[config.mk]
export PLATFORM = sky130hd
export DESIGN_NAME = fpmul_core
export DESIGN_NICKNAME = d
export VERILOG_FILES = /design/src/rtl/fpmul_pkg.sv /design/src/rtl/fpmul_shift_add.sv /design/src/rtl/fpmul_core.sv
export SDC_FILE = /design/constraint.sdc
export NUM_CORES = 1
export LEC_CHECK = 0
export CAP_MARGIN = 40
export CORE_MARGIN = 4
export CORE_UTILIZATION = 55
export CTS_CLUSTER_SIZE = 25
export DETAILED_ROUTE_END_ITERATION = 7
export GPL_TIMING_DRIVEN = 1
export PLACE_DENSITY = 0.82
export REMOVE_ABC_BUFFERS = 1
export SLEW_MARGIN = 20
export SYNTH_ARGS = -nofsm -noshare
export SYNTH_HDL_FRONTEND = slang
export SYNTH_SLANG_ARGS = --single-unit
[constraint.sdc]
create_clock -name clk -period 8.6 [get_ports clk]
set_clock_uncertainty 0.15 [all_clocks]
set_input_delay 1.29 -clock clk [delete_from_list [all_inputs] [get_ports clk]]
set_output_delay 1.29 -clock clk [all_outputs]
set_load 0.01 [all_outputs]
[src/rtl/fpmul_pkg.sv]
// rtl/fpmul_pkg.sv - shared types and constants for the binary32 multiplier
package fpmul_pkg;

   typedef enum logic [1:0] {
      S_IDLE = 2'd0,
      S_MUL  = 2'd1,
      S_NORM = 2'd2
   } state_t;

   localparam int          BIAS     = 127;
   localparam int          EXP_MAX  = 255;
   localparam logic [31:0] QNAN     = 32'h7FC0_0000;
   localparam int          MANT_W   = 24;
   localparam logic [4:0]  LAST_BIT = 5'(MANT_W - 1);

endpackage

[src/rtl/fpmul_shift_add.sv]
// rtl/fpmul_shift_add.sv - 24x24 shift-add mantissa accumulator, one multiplier bit per step
module fpmul_shift_add
   import fpmul_pkg::*;
(
   input  logic              clk,
   input  logic              rst_n,
   input  logic              start,
   input  logic              step,
   input  logic [MANT_W-1:0] ma,
   input  logic [MANT_W-1:0] mb,
   output logic [4:0]        idx,
   output logic [MANT_W:0]   prod_hi
);

   logic [MANT_W-1:0]   ma_q, ma_d;
   logic [MANT_W-1:0]   mb_q, mb_d;
   logic [4:0]          cnt_q, cnt_d;
   logic [2*MANT_W-1:0] acc_q, acc_d;

   // Load operands on start; otherwise add the shifted multiplicand for each set multiplier bit, LSB first
   always_comb begin
      ma_d  = ma_q;
      mb_d  = mb_q;
      cnt_d = cnt_q;
      acc_d = acc_q;
      if (start) begin
         ma_d  = ma;
         mb_d  = mb;
         cnt_d = 5'd0;
         acc_d = '0;
      end else if (step) begin
         if (mb_q[cnt_q]) begin
            acc_d = acc_q + ({{MANT_W{1'b0}}, ma_q} << cnt_q);
         end
         cnt_d = cnt_q + 5'd1;
      end
   end

   // Accumulator state; reset discards any partial product
   always_ff @(posedge clk or negedge rst_n) begin
      if (!rst_n) begin
         ma_q  <= '0;
         mb_q  <= '0;
         cnt_q <= '0;
         acc_q <= '0;
      end else begin
         ma_q  <= ma_d;
         mb_q  <= mb_d;
         cnt_q <= cnt_d;
         acc_q <= acc_d;
      end
   end

   // Only the top 25 product bits matter to truncating normalization
   assign idx     = cnt_q;
   assign prod_hi = acc_q[2*MANT_W-1:MANT_W-1];

endmodule

[src/rtl/fpmul_core.sv]
// rtl/fpmul_core.sv - iterative binary32 multiplier with fixed 25-cycle latency
module fpmul_core
   import fpmul_pkg::*;
(
   input  logic        clk,
   input  logic        rst_n,
   input  logic        go,
   input  logic [31:0] a,
   input  logic [31:0] b,
   output logic [31:0] p,
   output logic        busy,
   output logic        done
);

   state_t state_q, state_d;

   logic        sign_q, sign_d;
   logic [7:0]  ea_q, ea_d;
   logic [7:0]  eb_q, eb_d;
   logic        nan_q, nan_d;
   logic        inf_q, inf_d;
   logic        zero_q, zero_d;
   logic [31:0] p_q, p_d;
   logic        busy_q, busy_d;
   logic        done_q, done_d;

   logic              accept;
   logic [4:0]        idx;
   logic [MANT_W:0]   prod_hi;
   logic [MANT_W-1:0] ma_in, mb_in;

   logic a_exp_max, b_exp_max, a_exp_zero, b_exp_zero, a_frac_nz, b_frac_nz;
   logic [9:0]  e_norm;
   logic [22:0] frac;

   assign accept = (state_q == S_IDLE) && go;

   assign a_exp_max  = (a[30:23] == 8'(EXP_MAX));
   assign b_exp_max  = (b[30:23] == 8'(EXP_MAX));
   assign a_exp_zero = (a[30:23] == 8'd0);
   assign b_exp_zero = (b[30:23] == 8'd0);
   assign a_frac_nz  = |a[22:0];
   assign b_frac_nz  = |b[22:0];
   assign ma_in      = {!a_exp_zero, a[22:0]};
   assign mb_in      = {!b_exp_zero, b[22:0]};

   fpmul_shift_add u_shift_add (
      .clk     (clk),
      .rst_n   (rst_n),
      .start   (accept),
      .step    (state_q == S_MUL),
      .ma      (ma_in),
      .mb      (mb_in),
      .idx     (idx),
      .prod_hi (prod_hi)
   );

   // Exponent as 10-bit signed so both overflow and underflow stay visible; bump when the product is >= 2.0
   assign e_norm = {2'b00, ea_q} + {2'b00, eb_q} - 10'(BIAS) + {9'd0, prod_hi[MANT_W]};
   assign frac   = prod_hi[MANT_W] ? prod_hi[MANT_W-1:1] : prod_hi[MANT_W-2:0];

   // State register
   always_ff @(posedge clk or negedge rst_n) begin
      if (!rst_n) state_q <= S_IDLE;
      else        state_q <= state_d;
   end

   // Next state: MUL runs exactly 24 iterations, NORM always lasts one cycle
   always_comb begin
      state_d = state_q;
      case (state_q)
         S_IDLE:  if (go) state_d = S_MUL;
         S_MUL:   if (idx == LAST_BIT) state_d = S_NORM;
         S_NORM:  state_d = S_IDLE;
         default: state_d = S_IDLE;
      endcase
   end

   // Operand capture/classification on accept, result packing in NORM
   always_comb begin
      sign_d = sign_q;
      ea_d   = ea_q;
      eb_d   = eb_q;
      nan_d  = nan_q;
      inf_d  = inf_q;
      zero_d = zero_q;
      p_d    = p_q;
      busy_d = busy_q;
      done_d = done_q;
      if (accept) begin
         sign_d = a[31] ^ b[31];
         ea_d   = a[30:23];
         eb_d   = b[30:23];
         nan_d  = (a_exp_max && a_frac_nz) || (b_exp_max && b_frac_nz) ||
                  (a_exp_max && b_exp_zero) || (b_exp_max && a_exp_zero);
         inf_d  = a_exp_max || b_exp_max;
         zero_d = a_exp_zero || b_exp_zero;
         busy_d = 1'b1;
         done_d = 1'b0;
      end else if (state_q == S_NORM) begin
         busy_d = 1'b0;
         done_d = 1'b1;
         if (nan_q)                                        p_d = QNAN;
         else if (inf_q)                                   p_d = {sign_q, 8'hFF, 23'd0};
         else if (zero_q)                                  p_d = {sign_q, 31'd0};
         else if (!e_norm[9] && (e_norm >= 10'(EXP_MAX)))  p_d = {sign_q, 8'hFF, 23'd0};
         else if (e_norm[9] || (e_norm == 10'd0))          p_d = {sign_q, 31'd0};
         else                                              p_d = {sign_q, e_norm[7:0], frac};
      end
   end

   // Datapath and status registers
   always_ff @(posedge clk or negedge rst_n) begin
      if (!rst_n) begin
         sign_q <= 1'b0;
         ea_q   <= '0;
         eb_q   <= '0;
         nan_q  <= 1'b0;
         inf_q  <= 1'b0;
         zero_q <= 1'b0;
         p_q    <= '0;
         busy_q <= 1'b0;
         done_q <= 1'b0;
      end else begin
         sign_q <= sign_d;
         ea_q   <= ea_d;
         eb_q   <= eb_d;
         nan_q  <= nan_d;
         inf_q  <= inf_d;
         zero_q <= zero_d;
         p_q    <= p_d;
         busy_q <= busy_d;
         done_q <= done_d;
      end
   end

   assign p    = p_q;
   assign busy = busy_q;
   assign done = done_q;

endmodule

==> summary.txt <==
GRT
  – Vias in the first global route: 9,445
  – Total GRT Usage: 26.1%
  – Busiest grt layer: met2
  – First-pass GRT wire length: 47,600 um
  – Met2 Usage GRT: 41.4%
  – Largest net degree at the start of global routing: 75
  – Initial antenna violation count: 0
  – GRT met3 Usage: 5.15%
  – Met1 Use GR: 36.5%
  – Gr ovfl total: 0

Worst setup path
  – Reg-to-reg setup timing slack: 3660 ps
  – CP Buf/Inv Count: 1
  – Worst path slowest cell: a311oi_2
  – Critical path class: register to register
  – CP top delay family: compound AO/OA/AOI/OAI gates
  – Maximum fanout along the worst path: 30
  – CP Launch Point: u_shift_add.idx[0]
  – CP peak stage delay: 500 ps
  – Cell Chain, Critical Path: buf_12 > mux2_2 > o21ai_0 > nor2_1 > a21oi_1 > nor3_1 > ha_1 > and4_1 > a221o_1 > nor3b_1 > a22oi_1 > a41o_1 > a311oi_2 > o21ai_1 > xor2_1 > a22o_1
  – Worst Path Required: 8760 ps
  – Startpoint types: register
  – Worst Reg-to-Reg Cells: 16
  – Crit end category: register
  – Worst r2r src: u_shift_add.idx[0]
  – Worst R2R End: u_shift_add.acc_q[36]
  – Critical path arrival: 5090 ps

Worst hold path
  – Min-Delay Path Depth: 2
  – Hold Startpoint: u_shift_add.mb_q[18]
  – WHS Endpoint: u_shift_add.mb_q[18]
  – Type of the worst min-delay path: register to register

STA
  – Relative slew slack: 46.7%
  – Max Slew Vio Count: 0
  – Final Critical Period: 4940 ps
  – Final hold vios: 0
  – Worst slew pin tran: 798 ps
  – Final Cycle Share: 57.4%
  – Max Freq: 203 MHz
  – Setup TNS: 0 ps
  – Setup-failing EPs final: 0
  – RSZ-0062 raised after global routing: false

Floorplan
  – Die Width: 150 um
  – Starting density of the core: 56.3%
  – Die height: 150 um
  – # rows: 51
  – Core Region: 0.0196 mm2
  – IO Count: 101
  – DIE AREA: 0.0224 mm2

CTS
  – H-tree depth: 4
  – Setup bufs post-CTS: 0
  – Worst skew pair latency: 430 ps
  – CTS Hold Bufs: 0
  – CTS Buf Count: 17
  – Clock Path Buffers: 2
  – CTS root buf: clkbuf_16
  – Worst-path clk slew: 60 ps
  – Clk sinks: 157
  – Post-CTS sizing: 0
  – CTS tree: yes

Flow run
  – Max-cap violations: 0

Yosys
  – Flops & latches, synth: 157
  – Yosys warns: 0
  – Top post-synthesis cells by area: dfrtp_1, nand2_1, ha_1
  – Area leader, netlist: dfrtp_1
  – Main flop type after synthesis: dfrtp_1
  – Sequential share of the synthesized area: 35.6%
  – Post-synth top area share: 35.6%
  – Post-synth ARST share: 100%
  – Mapped Area: 0.0110 mm2
  – Syn Inst Count: 1,299
  – EDFF count, synth: 0
  – Post-synth top cells: nand2_1, dfrtp_1, o21ai_0, nor2_1, a21oi_1
  – Cell variety after synth: 73
  – Count leader, synth: nand2_1
  – Synth Area per Inst: 8.49 um2

Layout
  – Area Overhead vs Synth: 16.3%
  – Layout cells sized above 1: 6.44%
  – Ant diodes: 0
  – Nets: 1,486

Route
  – ANT nets after route: 0
  – DR WL/cell: 17.9 um
  – DR pass1 iterations: 5
  – Number of remaining DRC errors: 0
  – Drt total wl: 29,200 um
  – Via count: 9,995
  – Vias/cell: 6.13
  – DR iter-0 viols: 959

Placement
  – Number of port buffers: 100
  – DP HPWL: 21,300 um
  – Routability cong.: 0.982

Status
  – Status: completed
-- worst reg2reg max path, stage by stage (launching register included) --
cell and delay, ps:
dfrtp_2 490, buf_12 250, mux2_2 380, o21ai_0 350, nor2_1 70, a21oi_1 280
nor3_1 100, ha_1 370, and4_1 250, a221o_1 360, nor3b_1 190, a22oi_1 120
a41o_1 310, a311oi_2 500, o21ai_1 240, xor2_1 200, a22o_1 210
-- state kept, by name, indices dropped and copies added, names as in the netlist, 2 cells and up --
| register | flops |
|---|---|
| ea_q | 8 |
| eb_q | 8 |
| p | 32 |
| state_q | 2 |
| u_shift_add.acc_q | 48 |
| u_shift_add.idx | 5 |
| u_shift_add.ma_q | 24 |
| u_shift_add.mb_q | 24 |
-- cell usage in the layout (no fill, tap or decap), drive strengths merged, types with 26 or more instances in the layout --
cell type      netlist  layout
nor2                76      76
ha                  64      64
nand2              283     283
o21ai               91      91
a21oi               75      75
xnor2               26      26
clkdlybuf4s50        0      99
a21o                31      31
mux2i               50      50
a22o                42      42
inv                 28      32
dfrtp              157     157
-- per-layer routing --
layer / wire length, um / part of all wire (%)
met5: 0 / 0
met4: 700 / 2.4
met3: 2010 / 6.9
met2: 13500 / 46
met1: 13000 / 45
-- worst max path at each step --
stage	to	slack, ps	cells after the start
global route	u_shift_add.acc_q[36]	3370	16
floorplan	u_shift_add.acc_q[45]	1720	5
global placement	u_shift_add.acc_q[36]	3660	14
CTS	u_shift_add.acc_q[36]	3470	15
detailed placement	u_shift_add.acc_q[36]	3530	15
finish	u_shift_add.acc_q[36]	3660	16
-- kinds of logic after synthesis --
kind of cell               share of synthesized area (%)
and+or+nand+nor                                     20.1
AOI/OAI and AO/OA                                   20.9
DFF                                                 35.6
buffers and inverters                               3.86
muxes                                               8.21
adders and majority gates                           7.62
xor gates and xnor gates                            3.65
-- cell type report --
cell class | instances | area (um2)
fillers | 1606 | 6760
multi-input cells | 1035 | 6700
flip-flops and latches | 157 | 3930
repair buffers | 113 | 1160
clock buffers | 22 | 454
well taps | 265 | 332
clock inverters | 10 | 154
inverters | 29 | 109
-- stage by stage --
step	hold WS [ps]	cell area (um2)	util, %	setup slack [ps]	cells
finish	321	12800	65.5	3660	1631
global route	346	12800	65.5	3370	1631
CTS	324	12800	65.3	3470	1629
detailed placement	309	12200	62.2	3530	1597
global placement	303	12100	62.0	3660	1595
floorplan	290	10700	-	1720	1221
Power is left out: the tool's default activity adds up to more than one toggle a clock period on the data nets, which glitch-free logic cannot reach.
